**src/rtl/mem_rd_fmt_if.sv**
```systemverilog
// Bus bundle for the memory-read/format stage: ALU-stage inputs, read
// response, global stall/flush controls and the writeback-side outputs.
// slave  = the stage itself, master = the surrounding pipeline.
interface mem_rd_fmt_if #(
    parameter int XLEN = 32
) ();
    localparam int SW = XLEN / 8;

    // Pipeline control
    logic            STALL;
    logic            FLUSH;
    logic            MEM_STALL_REQ;

    // ALU-stage side
    logic [XLEN-1:0] A_PC;
    logic [31:0]     A_INST;
    logic            A_VALID;
    logic            A_DO_JMP;
    logic [XLEN-1:0] A_NEW_PC;
    logic [4:0]      A_REG_D;
    logic [XLEN-1:0] A_REG_D_V;
    logic            A_LOAD_RDEN;
    logic [XLEN-1:0] A_LOAD_ADDR;
    logic            A_STORE_WREN;
    logic [XLEN-1:0] A_STORE_ADDR;
    logic [SW-1:0]   A_STORE_STRB;
    logic [XLEN-1:0] A_STORE_DATA;

    // Read response
    logic            DATA_RDVALID;
    logic [XLEN-1:0] DATA_RDDATA;

    // Writeback side
    logic            DO_JMP;
    logic [XLEN-1:0] NEW_PC;
    logic [XLEN-1:0] M_PC;
    logic [31:0]     M_INST;
    logic            M_VALID;
    logic [4:0]      M_REG_D;
    logic [XLEN-1:0] M_REG_D_V;
    logic            M_STORE_WREN;
    logic [XLEN-1:0] M_STORE_ADDR;
    logic [SW-1:0]   M_STORE_STRB;
    logic [XLEN-1:0] M_STORE_DATA;
    logic            M_LOAD_ERR;

    modport slave (
        input  STALL, FLUSH,
        input  A_PC, A_INST, A_VALID, A_DO_JMP, A_NEW_PC, A_REG_D, A_REG_D_V,
        input  A_LOAD_RDEN, A_LOAD_ADDR,
        input  A_STORE_WREN, A_STORE_ADDR, A_STORE_STRB, A_STORE_DATA,
        input  DATA_RDVALID, DATA_RDDATA,
        output MEM_STALL_REQ, DO_JMP, NEW_PC,
        output M_PC, M_INST, M_VALID, M_REG_D, M_REG_D_V,
        output M_STORE_WREN, M_STORE_ADDR, M_STORE_STRB, M_STORE_DATA,
        output M_LOAD_ERR
    );

    modport master (
        output STALL, FLUSH,
        output A_PC, A_INST, A_VALID, A_DO_JMP, A_NEW_PC, A_REG_D, A_REG_D_V,
        output A_LOAD_RDEN, A_LOAD_ADDR,
        output A_STORE_WREN, A_STORE_ADDR, A_STORE_STRB, A_STORE_DATA,
        output DATA_RDVALID, DATA_RDDATA,
        input  MEM_STALL_REQ, DO_JMP, NEW_PC,
        input  M_PC, M_INST, M_VALID, M_REG_D, M_REG_D_V,
        input  M_STORE_WREN, M_STORE_ADDR, M_STORE_STRB, M_STORE_DATA,
        input  M_LOAD_ERR
    );
endinterface

```
**src/rtl/mem_rd_fmt.sv**
```systemverilog
// Memory-read stage between ALU and writeback. Holds one outstanding load,
// formats the returned data (lane select + sign/zero extension by funct3)
// and drains a response still owed after a flush.
// Optional feature: define MEM_RD_MISALIGN_CHK_EN to flag misaligned loads
// (M_LOAD_ERR=1, M_REG_D=0 on completion); otherwise M_LOAD_ERR is tied 0.
module mem_rd_fmt #(
    parameter int XLEN = 32,
    parameter int SW   = XLEN / 8
) (
    input  logic         CLK,
    input  logic         RST,
    mem_rd_fmt_if.slave  bus
);
    localparam int LW = $clog2(SW);

    typedef enum logic [1:0] {ST_IDLE, ST_WAIT, ST_HOLD, ST_DRAIN} state_t;

    state_t          state_reg, state_next;
    logic            valid_reg, do_jmp_reg, load_err_reg;
    logic [XLEN-1:0] pc_reg, new_pc_reg, reg_d_v_reg, hold_data_reg;
    logic [31:0]     inst_reg;
    logic [4:0]      reg_d_reg;
    logic [LW-1:0]   lane_reg;
    logic            st_wren_reg;
    logic [XLEN-1:0] st_addr_reg, st_data_reg;
    logic [SW-1:0]   st_strb_reg;

    logic            mem_stall_req, advance, latch_load, drain_enter, stage_clear;
    logic            completing, misalign_a;
    logic [XLEN-1:0] fmt_data;

    // Lane select and extension of a raw read word by funct3
    function automatic logic [XLEN-1:0] fmt(input logic [XLEN-1:0] d,
                                            input logic [2:0]      f3,
                                            input logic [LW-1:0]   lane);
        logic [LW-1:0]   lane_h, lane_w;
        logic [XLEN-1:0] sh_b, sh_h, sh_w, r;
        lane_h = lane & {{(LW-1){1'b1}}, 1'b0};
        lane_w = lane & {{(LW-2){1'b1}}, 2'b00};
        sh_b   = d >> {lane,   3'b000};
        sh_h   = d >> {lane_h, 3'b000};
        sh_w   = d >> {lane_w, 3'b000};
        case (f3)
            3'b000:  r = XLEN'($signed(sh_b[7:0]));
            3'b100:  r = XLEN'(sh_b[7:0]);
            3'b001:  r = XLEN'($signed(sh_h[15:0]));
            3'b101:  r = XLEN'(sh_h[15:0]);
            3'b010:  r = XLEN'($signed(sh_w[31:0]));
            3'b110:  r = (XLEN == 64) ? XLEN'(sh_w[31:0]) : d;
            default: r = d;  // LD and reserved/illegal encodings pass through
        endcase
        return r;
    endfunction

    assign fmt_data      = fmt(bus.DATA_RDDATA, inst_reg[14:12], lane_reg);
    assign mem_stall_req = ((state_reg == ST_WAIT) && !bus.DATA_RDVALID) ||
                           (state_reg == ST_DRAIN);
    assign advance       = !mem_stall_req && !bus.STALL;
    assign latch_load    = !bus.FLUSH && bus.A_VALID && bus.A_LOAD_RDEN;
    // A flush that hits a waiting load kills the stage contents right away,
    // so the drained load can never reappear once the response arrives.
    assign drain_enter   = (state_reg == ST_WAIT) && !bus.DATA_RDVALID && bus.FLUSH;
    assign stage_clear   = drain_enter || (advance && bus.FLUSH);
    assign completing    = ((state_reg == ST_WAIT) && bus.DATA_RDVALID) ||
                           (state_reg == ST_HOLD);

`ifdef MEM_RD_MISALIGN_CHK_EN
    // Natural-alignment check on the incoming load address
    always_comb begin
        misalign_a = 1'b0;
        case (bus.A_INST[14:12])
            3'b001, 3'b101: misalign_a = bus.A_LOAD_ADDR[0];
            3'b010, 3'b110: misalign_a = |bus.A_LOAD_ADDR[1:0];
            3'b011:         misalign_a = |bus.A_LOAD_ADDR[2:0];
            default:        misalign_a = 1'b0;
        endcase
    end
    assign bus.M_LOAD_ERR = completing && load_err_reg;
    assign bus.M_REG_D    = (completing && load_err_reg) ? 5'd0 : reg_d_reg;
`else
    assign misalign_a     = 1'b0;
    assign bus.M_LOAD_ERR = 1'b0;
    assign bus.M_REG_D    = reg_d_reg;
`endif

    // Load-tracking state register
    always_ff @(posedge CLK) begin
        if (RST) state_reg <= ST_IDLE;
        else     state_reg <= state_next;
    end

    // Next-state logic for the outstanding-load tracker
    always_comb begin
        state_next = state_reg;
        case (state_reg)
            ST_IDLE:  if (advance && latch_load) state_next = ST_WAIT;
            ST_WAIT: begin
                if (bus.DATA_RDVALID) begin
                    if (bus.STALL)       state_next = ST_HOLD;
                    else if (latch_load) state_next = ST_WAIT;
                    else                 state_next = ST_IDLE;
                end else if (bus.FLUSH) begin
                    state_next = ST_DRAIN;
                end
            end
            ST_HOLD: begin
                if (!bus.STALL) state_next = latch_load ? ST_WAIT : ST_IDLE;
            end
            ST_DRAIN: if (bus.DATA_RDVALID) state_next = ST_IDLE;
            default:  state_next = ST_IDLE;
        endcase
    end

    // Stage register: reset/flush clears, stall holds, otherwise latch A_*
    always_ff @(posedge CLK) begin
        if (RST || stage_clear) begin
            valid_reg    <= 1'b0;
            pc_reg       <= '0;
            inst_reg     <= '0;
            do_jmp_reg   <= 1'b0;
            new_pc_reg   <= '0;
            reg_d_reg    <= '0;
            reg_d_v_reg  <= '0;
            lane_reg     <= '0;
            load_err_reg <= 1'b0;
            st_wren_reg  <= 1'b0;
            st_addr_reg  <= '0;
            st_strb_reg  <= '0;
            st_data_reg  <= '0;
        end else if (advance) begin
            valid_reg    <= bus.A_VALID;
            pc_reg       <= bus.A_PC;
            inst_reg     <= bus.A_INST;
            do_jmp_reg   <= bus.A_DO_JMP;
            new_pc_reg   <= bus.A_NEW_PC;
            reg_d_reg    <= bus.A_REG_D;
            reg_d_v_reg  <= bus.A_REG_D_V;
            lane_reg     <= bus.A_LOAD_ADDR[LW-1:0];
            load_err_reg <= bus.A_VALID && bus.A_LOAD_RDEN && misalign_a;
            st_wren_reg  <= bus.A_STORE_WREN;
            st_addr_reg  <= bus.A_STORE_ADDR;
            st_strb_reg  <= bus.A_STORE_STRB;
            st_data_reg  <= bus.A_STORE_DATA;
        end
    end

    // Capture formatted read data when the response lands during a stall
    always_ff @(posedge CLK) begin
        if (RST)
            hold_data_reg <= '0;
        else if ((state_reg == ST_WAIT) && bus.DATA_RDVALID && bus.STALL)
            hold_data_reg <= fmt_data;
    end

    // Writeback result value: live response, held capture, or ALU result
    always_comb begin
        bus.M_REG_D_V = reg_d_v_reg;
        if ((state_reg == ST_WAIT) && bus.DATA_RDVALID) bus.M_REG_D_V = fmt_data;
        else if (state_reg == ST_HOLD)                  bus.M_REG_D_V = hold_data_reg;
    end

    assign bus.MEM_STALL_REQ = mem_stall_req;
    assign bus.M_VALID       = valid_reg && !mem_stall_req;
    assign bus.M_PC          = pc_reg;
    assign bus.M_INST        = inst_reg;
    assign bus.DO_JMP        = do_jmp_reg;
    assign bus.NEW_PC        = new_pc_reg;
    assign bus.M_STORE_WREN  = st_wren_reg;
    assign bus.M_STORE_ADDR  = st_addr_reg;
    assign bus.M_STORE_STRB  = st_strb_reg;
    assign bus.M_STORE_DATA  = st_data_reg;
endmodule

```
**src/flat_wrapper.sv**
```systemverilog
// flat-port wrapper written by rule: the top's interface ports become plain ports
module mem_rd_fmt_flat 
#(
    parameter int XLEN = 32,
    parameter int SW   = XLEN / 8
)
  (CLK, RST, bus_STALL, bus_FLUSH, bus_A_PC, bus_A_INST, bus_A_VALID, bus_A_DO_JMP, bus_A_NEW_PC, bus_A_REG_D, bus_A_REG_D_V, bus_A_LOAD_RDEN, bus_A_LOAD_ADDR, bus_A_STORE_WREN, bus_A_STORE_ADDR, bus_A_STORE_STRB, bus_A_STORE_DATA, bus_DATA_RDVALID, bus_DATA_RDDATA, bus_MEM_STALL_REQ, bus_DO_JMP, bus_NEW_PC, bus_M_PC, bus_M_INST, bus_M_VALID, bus_M_REG_D, bus_M_REG_D_V, bus_M_STORE_WREN, bus_M_STORE_ADDR, bus_M_STORE_STRB, bus_M_STORE_DATA, bus_M_LOAD_ERR);
  mem_rd_fmt_if #(.XLEN(XLEN)) bus_i ();
  input  logic CLK;
  input  logic RST;
  input wire logic [$bits(bus_i.STALL)-1:0] bus_STALL;
  input wire logic [$bits(bus_i.FLUSH)-1:0] bus_FLUSH;
  input wire logic [$bits(bus_i.A_PC)-1:0] bus_A_PC;
  input wire logic [$bits(bus_i.A_INST)-1:0] bus_A_INST;
  input wire logic [$bits(bus_i.A_VALID)-1:0] bus_A_VALID;
  input wire logic [$bits(bus_i.A_DO_JMP)-1:0] bus_A_DO_JMP;
  input wire logic [$bits(bus_i.A_NEW_PC)-1:0] bus_A_NEW_PC;
  input wire logic [$bits(bus_i.A_REG_D)-1:0] bus_A_REG_D;
  input wire logic [$bits(bus_i.A_REG_D_V)-1:0] bus_A_REG_D_V;
  input wire logic [$bits(bus_i.A_LOAD_RDEN)-1:0] bus_A_LOAD_RDEN;
  input wire logic [$bits(bus_i.A_LOAD_ADDR)-1:0] bus_A_LOAD_ADDR;
  input wire logic [$bits(bus_i.A_STORE_WREN)-1:0] bus_A_STORE_WREN;
  input wire logic [$bits(bus_i.A_STORE_ADDR)-1:0] bus_A_STORE_ADDR;
  input wire logic [$bits(bus_i.A_STORE_STRB)-1:0] bus_A_STORE_STRB;
  input wire logic [$bits(bus_i.A_STORE_DATA)-1:0] bus_A_STORE_DATA;
  input wire logic [$bits(bus_i.DATA_RDVALID)-1:0] bus_DATA_RDVALID;
  input wire logic [$bits(bus_i.DATA_RDDATA)-1:0] bus_DATA_RDDATA;
  output wire logic [$bits(bus_i.MEM_STALL_REQ)-1:0] bus_MEM_STALL_REQ;
  output wire logic [$bits(bus_i.DO_JMP)-1:0] bus_DO_JMP;
  output wire logic [$bits(bus_i.NEW_PC)-1:0] bus_NEW_PC;
  output wire logic [$bits(bus_i.M_PC)-1:0] bus_M_PC;
  output wire logic [$bits(bus_i.M_INST)-1:0] bus_M_INST;
  output wire logic [$bits(bus_i.M_VALID)-1:0] bus_M_VALID;
  output wire logic [$bits(bus_i.M_REG_D)-1:0] bus_M_REG_D;
  output wire logic [$bits(bus_i.M_REG_D_V)-1:0] bus_M_REG_D_V;
  output wire logic [$bits(bus_i.M_STORE_WREN)-1:0] bus_M_STORE_WREN;
  output wire logic [$bits(bus_i.M_STORE_ADDR)-1:0] bus_M_STORE_ADDR;
  output wire logic [$bits(bus_i.M_STORE_STRB)-1:0] bus_M_STORE_STRB;
  output wire logic [$bits(bus_i.M_STORE_DATA)-1:0] bus_M_STORE_DATA;
  output wire logic [$bits(bus_i.M_LOAD_ERR)-1:0] bus_M_LOAD_ERR;
  assign bus_i.STALL = bus_STALL;
  assign bus_i.FLUSH = bus_FLUSH;
  assign bus_i.A_PC = bus_A_PC;
  assign bus_i.A_INST = bus_A_INST;
  assign bus_i.A_VALID = bus_A_VALID;
  assign bus_i.A_DO_JMP = bus_A_DO_JMP;
  assign bus_i.A_NEW_PC = bus_A_NEW_PC;
  assign bus_i.A_REG_D = bus_A_REG_D;
  assign bus_i.A_REG_D_V = bus_A_REG_D_V;
  assign bus_i.A_LOAD_RDEN = bus_A_LOAD_RDEN;
  assign bus_i.A_LOAD_ADDR = bus_A_LOAD_ADDR;
  assign bus_i.A_STORE_WREN = bus_A_STORE_WREN;
  assign bus_i.A_STORE_ADDR = bus_A_STORE_ADDR;
  assign bus_i.A_STORE_STRB = bus_A_STORE_STRB;
  assign bus_i.A_STORE_DATA = bus_A_STORE_DATA;
  assign bus_i.DATA_RDVALID = bus_DATA_RDVALID;
  assign bus_i.DATA_RDDATA = bus_DATA_RDDATA;
  assign bus_MEM_STALL_REQ = bus_i.MEM_STALL_REQ;
  assign bus_DO_JMP = bus_i.DO_JMP;
  assign bus_NEW_PC = bus_i.NEW_PC;
  assign bus_M_PC = bus_i.M_PC;
  assign bus_M_INST = bus_i.M_INST;
  assign bus_M_VALID = bus_i.M_VALID;
  assign bus_M_REG_D = bus_i.M_REG_D;
  assign bus_M_REG_D_V = bus_i.M_REG_D_V;
  assign bus_M_STORE_WREN = bus_i.M_STORE_WREN;
  assign bus_M_STORE_ADDR = bus_i.M_STORE_ADDR;
  assign bus_M_STORE_STRB = bus_i.M_STORE_STRB;
  assign bus_M_STORE_DATA = bus_i.M_STORE_DATA;
  assign bus_M_LOAD_ERR = bus_i.M_LOAD_ERR;
  mem_rd_fmt #(.XLEN(XLEN), .SW(SW)) u_core (.CLK(CLK), .RST(RST), .bus(bus_i));
endmodule
```
**config.mk**
```make
export PLATFORM = sky130hd
export DESIGN_NAME = mem_rd_fmt_flat
export DESIGN_NICKNAME = d
export VERILOG_FILES = /design/src/rtl/mem_rd_fmt_if.sv /design/src/rtl/mem_rd_fmt.sv /design/src/flat_wrapper.sv
export SDC_FILE = /design/constraint.sdc
export NUM_CORES = 1
export LEC_CHECK = 0
export BUFFER_PORTS_ARGS = -buffer_cell sky130_fd_sc_hd__buf_2
export CAP_MARGIN = 5
export CORE_AREA = 2 2 184 186
export CTS_BUF_LIST = sky130_fd_sc_hd__clkbuf_4
export CTS_CLUSTER_DIAMETER = 80
export DETAILED_ROUTE_END_ITERATION = 8
export DIE_AREA = 0 0 186 188
export PLACE_DENSITY = 0.6
export SETUP_SLACK_MARGIN = 0.15
export SYNTH_ARGS = -nofsm -noshare
export SYNTH_HDL_FRONTEND = slang
export SYNTH_SLANG_ARGS = --single-unit
```
**constraint.sdc**
```tcl
create_clock -name CLK -period 4.2 [get_ports CLK]
set_input_delay 0.63 -clock CLK [delete_from_list [all_inputs] [get_ports CLK]]
set_output_delay 0.63 -clock CLK [all_outputs]
set_load 0.05 [all_outputs]
```
==> results of run 1 <==
-- cells in the final DEF, fill, tap and decap left out, types with 3 or more instances in the layout --
cell,n
a21oi_1,219
clkbuf_4,92
bufinv_16,3
o221ai_1,12
dfxtp_1,240
o21ai_1,3
or3_1,3
nand3_1,8
a21o_1,5
a32oi_1,17
inv_1,3
nor2b_1,5
nand3b_1,14
nor2_1,27
o21ai_0,13
buf_4,11
a211oi_2,11
and2_1,7
nand2_1,479
buf_12,5
a21oi_4,3
mux2i_1,22
nand2b_1,9
a211oi_1,14
and3_1,5
buf_2,448
diode_2,3
clkinv_1,12
or2_2,5
-- final timing paths --
check / slack [ns] / start / cells after the start / end
min reg2reg: 0.45 / u_core.bus.M_PC[3] / 2 / u_core.bus.M_PC[3]
min: 0.15 / bus_A_NEW_PC[16] / 3 / u_core.bus.NEW_PC[16]
max: 0.69 / u_core.bus.M_INST[12] / 5 / bus_M_REG_D_V[18]
max reg2reg: 1.99 / u_core.state_reg[1] / 4 / u_core.hold_data_reg[19]
-- cells by family (layout without fill, tap and decap cells) --
kind of cell	count (synthesis)	after routing	synth area share [%]
simple gates	573	573	24.1
mux	25	25	2.74
compound gates	312	312	19.2
other cells	1	4	0.0382
buf+inv	107	577	5.00
flops	240	240	49.0
-- final cells by class --
cell class | instances | area (um2)
fill | 3535 | 19900
sequential | 240 | 4800
multi-input combinational | 911 | 4540
timing repair buffer | 464 | 2420
clock buffer | 92 | 691
tap | 448 | 561
clock inverter | 18 | 151
inverter | 3 | 11.3
antenna | 3 | 7.51
-- through the flow --
step | cells | utilization (%) | cell area (um2)
global placement | 2066 | 37.3 | 12300
CTS | 2176 | 39.8 | 13200
detailed placement | 2066 | 37.3 | 12300
finish | 2179 | 39.8 | 13200
global route | 2177 | 39.8 | 13200
floorplan | 1258 | - | 9810
-- per-layer routing --
| metal | part of all wire [%] | routed length (um) | global-route usage [%] | up-vias |
|---|---|---|---|---|
| li1 | - | - | - | 5088 |
| met1 | 39 | 13500 | 21.8 | 4774 |
| met2 | 49 | 16800 | 32.4 | 442 |
| met3 | 9.2 | 3190 | 6.84 | 72 |
| met4 | 2.9 | 1010 | 8.60 | 6 |
| met5 | 0.13 | 46 | 0 | - |
-- worst min-delay path: cells and delay by family --
family          cells  cell delay, ns
buf+inv             1            0.09
compound gates      1            0.05
simple gates        1            0.04
-- power groups by stage --
stage / Combinational, uW / Clock [uW] / Sequential, uW
CTS: 958 / 2290 / 2430
detailed placement: 956 / 0 / 2480
floorplan: 375 / 0 / 2740
global placement: 949 / 0 / 2470
finish: 952 / 2200 / 2430
global route: 1020 / 2400 / 2440
==> metrics.csv, run 1 <==
metric;value;unit
grt_pass1_wl;53300;um
cts_buffers;72;
nets;1966;
setup_viol;0;
period_minus_slack;3.51;ns
boundaryPins;480;
cts_hold_buf;0;
crit_buf_inv;1;
pwr-share-clk;39.4;%
status;finished, final reports clean;
cp_top_family;compound AO/OA/AOI/OAI gates;
clock.fmax;285;MHz
die-area;0.0350;mm2
rsz0062_at_grt;false;
drc_errors;0;
setup_slack;0.694;ns
pwr-share-seq;43.6;%
clkTransAtPathRegs;0.06;ns
synth_edf_count;0;
max_cap_violations;0;
drtIter0Drc;547;
syn_inst;1258;
ys.flop_type;dfxtp_1;
required;3.57;ns
clock_path_buffers;3;
synth_top_area_share;49.0;%
tightest_slew;0.938;ns
p_sw;1740;uW
synth_seq_cells;240;
fp.dieH;188;um
syn-num-nets;1532;
portBuffers;448;
h-tree-depth;3;
arrival;2.88;ns
wirelength;34600;um
power.internal;3830;uW
yosys-top-cells-area;dfxtp_1 (49%), nand2_1 (18%), a21oi_1 (11%);
async_flop_share;0;%
fp-row-count;67;
grt_max_degree;131;
slew_headroom;37.3;%
cts.repair.resized;0;
synth_common_cells;nand2_1 (479), dfxtp_1 (240), a21oi_1 (219);
path_max_fanout;19;
synth_warnings;0;
cts_sinks;240;
routed_via_density;4.76;
grtUsageTotal;19.3;%
fin_skew;0.0350;ns
max_stage_delay;0.61;ns
gr-total-overflow;0;
first_pass_iters;5;
critPathCaptureType;output pin;
timing.hold.ws;0.147;ns
clockRootBuffer;clkbuf_4;
irDropWorstVdd;0.237;mV
slew_viol_final;0;
drive_gt1_share;34.4;%
seq_area_frac_synth;49.0;%
yosys.cell_types.count;52;
p_per_area;423;mW/mm2
area_growth;34.4;%
combPwrFrac;17.1;%
routedWlPerCell;15.9;um
startpoint_type;flop;
core_area;0.0331;mm2
fin_crit_sh;83.5;%
yosysTopAreaCell;dfxtp_1;
clk_latency;0.72;ns
syn_avg_cell_area;7.80;um2
antenna_left;0;
synthesis.area;0.00981;mm2
postCtsSetupBuffers;0;
netSwitchingFraction;31.2;%
vias;10400;
initial_utilization;29.6;%
crit_chain;or4_4, o311a_4, a21oi_4, a32oi_1, buf_2;
dp_slack;1.12;ns
hold_viol;0;
grt_pass1_vias;10100;
tns;0;ns
die_w;186;um
dp.final_hpwl;24400;um
yosysMostFrequentCell;nand2_1;
gp_congestion;0.875;
min_path_type;in2reg;
crit_type;reg2out;
p_leak;0.00599;uW
antenna_found_initial;6;
slowest_stage;or4_4;
cts_tree;built;
finalPower;5580;uW
Note: power is estimated with default switching activity, not from simulation.
==> inputs of run 2 (changes only) <==
--- a/config.mk
+++ b/config.mk
@@ -7,12 +7,12 @@
 export LEC_CHECK = 0
 export BUFFER_PORTS_ARGS = -buffer_cell sky130_fd_sc_hd__buf_2
 export CAP_MARGIN = 5
-export CORE_AREA = 2 2 184 186
+export CORE_AREA = 2 2 185 187
 export CTS_BUF_LIST = sky130_fd_sc_hd__clkbuf_4
 export CTS_CLUSTER_DIAMETER = 80
 export DETAILED_ROUTE_END_ITERATION = 8
-export DIE_AREA = 0 0 186 188
-export PLACE_DENSITY = 0.6
+export DIE_AREA = 0 0 187 189
+export PLACE_DENSITY = 0.59
 export SETUP_SLACK_MARGIN = 0.15
 export SYNTH_ARGS = -nofsm -noshare
 export SYNTH_HDL_FRONTEND = slang
==> constraint.sdc (replaced) <==
create_clock -name CLK -period 3.5 [get_ports CLK]
set_input_delay 0.525 -clock CLK [delete_from_list [all_inputs] [get_ports CLK]]
set_output_delay 0.525 -clock CLK [all_outputs]
set_load 0.05 [all_outputs]
==> run 2 against run 1 <==
- first-iteration DRC count increased by 0.55%
- non-clock buffer count increased by 202
- critical endpoint is now bus_M_REG_D_V[4]
- combinational power up 42%
- die area grew 1.1%
- via count rose by 9.2%
- final cell count increased by 9.7%
- worst hold slack got worse by 0.059 ns
- critical path depth increased by 1
- global-route usage rose by 1.5 points
- largest cell class unchanged
- clock power grew 24%
- register-to-register slack got worse by 0.69 ns
- wire length up 10%
==> metrics.csv, run 2 (synthesis gave the netlist of run 1 again) <==
metric;value;unit;change
routed_via_density;4.74;;was 4.76
cts_tree;built;;unchanged
min_path_type;in2reg;;unchanged
core_area;0.0333;mm2;was 0.0331 mm2
period_minus_slack;3.17;ns;
routedWlPerCell;16.0;um;was 15.9 um
startpoint_type;flop;;unchanged
gr-total-overflow;0;;unchanged
boundaryPins;480;;unchanged
clock_path_buffers;3;;unchanged
setup_viol;0;;unchanged
rsz0062_at_grt;false;;unchanged
critPathCaptureType;output pin;;unchanged
tns;0;ns;unchanged
slew_viol_final;0;;unchanged
first_pass_iters;5;;unchanged
layout_common_cells;nand2_1 (478), buf_2 (448), dfxtp_1 (239), a21oi_1 (219), dlygate4sd3_1 (195);;was nand2_1 (479), buf_2 (448), dfxtp_1 (240), a21oi_1 (219), clkbuf_4 (92)
clock.fmax;315;MHz;
reg2reg_slack;1.30;ns;was 1.99 ns
max_cap_violations;0;;unchanged
hold_viol;0;;unchanged
initial_utilization;29.5;%;was 29.6%
status;finished, final reports clean;;unchanged
gp_congestion;0.854;;was 0.875
cts_buffers;70;;was 72
vias;11300;;was 10400
h-tree-depth;3;;unchanged
fin_skew;0.0507;ns;was 0.0350 ns
dp.final_hpwl;25300;um;was 24400 um
drtIter0Drc;550;;was 547
cts_sinks;240;;unchanged
nets;2166;;was 1966
portBuffers;448;;unchanged
grt_pass1_wl;58900;um;was 53300 um
clockRootBuffer;clkbuf_4;;unchanged
area_growth;56.0;%;was 34.4%
tightest_slew;0.680;ns;was 0.938 ns
drive_gt1_share;31.8;%;was 34.4%
irDropWorstVdd;0.265;mV;was 0.237 mV
dpl_cell_area;0.0124;mm2;was 0.0123 mm2
die-area;0.0353;mm2;was 0.0350 mm2
antenna_left;0;;unchanged
layout_commonest_cell;nand2_1;;unchanged
required;2.97;ns;was 3.57 ns
grtUsageTotal;20.7;%;was 19.3%
drc_errors;0;;unchanged
fin_crit_sh;90.6;%;
clkTransAtPathRegs;0.06;ns;about the same
fp.dieH;189;um;was 188 um
fp-row-count;67;;unchanged
path_max_fanout;15;;was 19
p_leak;0.00690;uW;was 0.00599 uW
die_w;187;um;was 186 um
clk_latency;0.73;ns;was 0.72 ns
wirelength;38200;um;was 34600 um
utilization;46.0;%;was 39.8%
grt_max_degree;93;;was 131
grt_pass1_vias;11400;;was 10100
fin_area;0.0153;mm2;was 0.0132 mm2
p_per_area;456;mW/mm2;was 423 mW/mm2
antenna_found_initial;2;;was 6
crit_type;reg2out;;unchanged
slew_headroom;54.5;%;was 37.3%
arrival;2.65;ns;was 2.88 ns
==> run 2: changes by cell type in the layout (fill, tap and decap cells not counted), sizes merged <==
cell         before  now
dlygate4sd3       0  195
clkbuf           92  102
buf             464  471
bufinv            3    2
clkinv           13   14
diode             3    2
==> run 2: area by class of cell <==
type / instances / area [um2]
diodes: 2 / 5.00
flip-flops and latches: 240 / 4810
well taps: 448 / 561
clock buffers: 102 / 766
inverters: 3 / 11.3
repair buffers: 666 / 4480
fillers: 3229 / 18000
multi-input cells: 911 / 4550
clock inverters: 18 / 133
==> run 2: per-stage QoR <==
step,std cells,setup WS [ns],total power (uW),hold WS [ns]
after floorplan,1258,0.579,3740,0.432
after global placement,2071,0.669,4120,0.438
after detailed placement,2071,0.628,4140,0.443
after CTS,2386,0.151,7090,0.000574
after global routing,2390,0.184,7320,0.0417
final,2390,0.328,6980,0.0881
==> run 2: power breakdown <==
part | leakage, uW | total (uW) | switching (uW) | internal [uW]
clock network | 0.000533 | 2720 | 1240 | 1480
registers | 0.00196 | 2920 | 65.6 | 2850
logic | 0.00440 | 1350 | 872 | 476
==> run 2: worst paths after layout <==
kind / from / cells past startpoint / end
max: u_core.lane_reg[1] / 6 / bus_M_REG_D_V[4]
min: bus_A_LOAD_ADDR[0] / 3 / u_core.lane_reg[0]
max reg2reg: u_core.state_reg[1] / 4 / u_core.hold_data_reg[31]
min reg2reg: u_core.bus.NEW_PC[13] / 2 / u_core.bus.NEW_PC[13]
==> run 2: repair_timing <==
item	4_1_cts	5_1_grt
resized for setup	2	2
buffers inserted	0	2
pin swaps	0	1
hold endpoints to repair	195	0
endpoints found under the setup margin	8	21
hold buffers	195	0
==> run 2: worst max-delay path, cell delays in order (launching register included) <==
cell	delay [ns]
dfxtp_1	0.40
buf_4	0.25
or4b_4	0.59
o221ai_1	0.25
a21o_1	0.15
a21oi_1	0.09
buf_2	0.23
==> run 2: per-layer routing <==
metal	global-route usage [%]	wire, um	up-vias
li1	-	-	5509
met1	23.0	15000	5265
met2	35.8	18700	465
met3	5.30	2760	101
met4	12.6	1730	0
met5	0	0	-
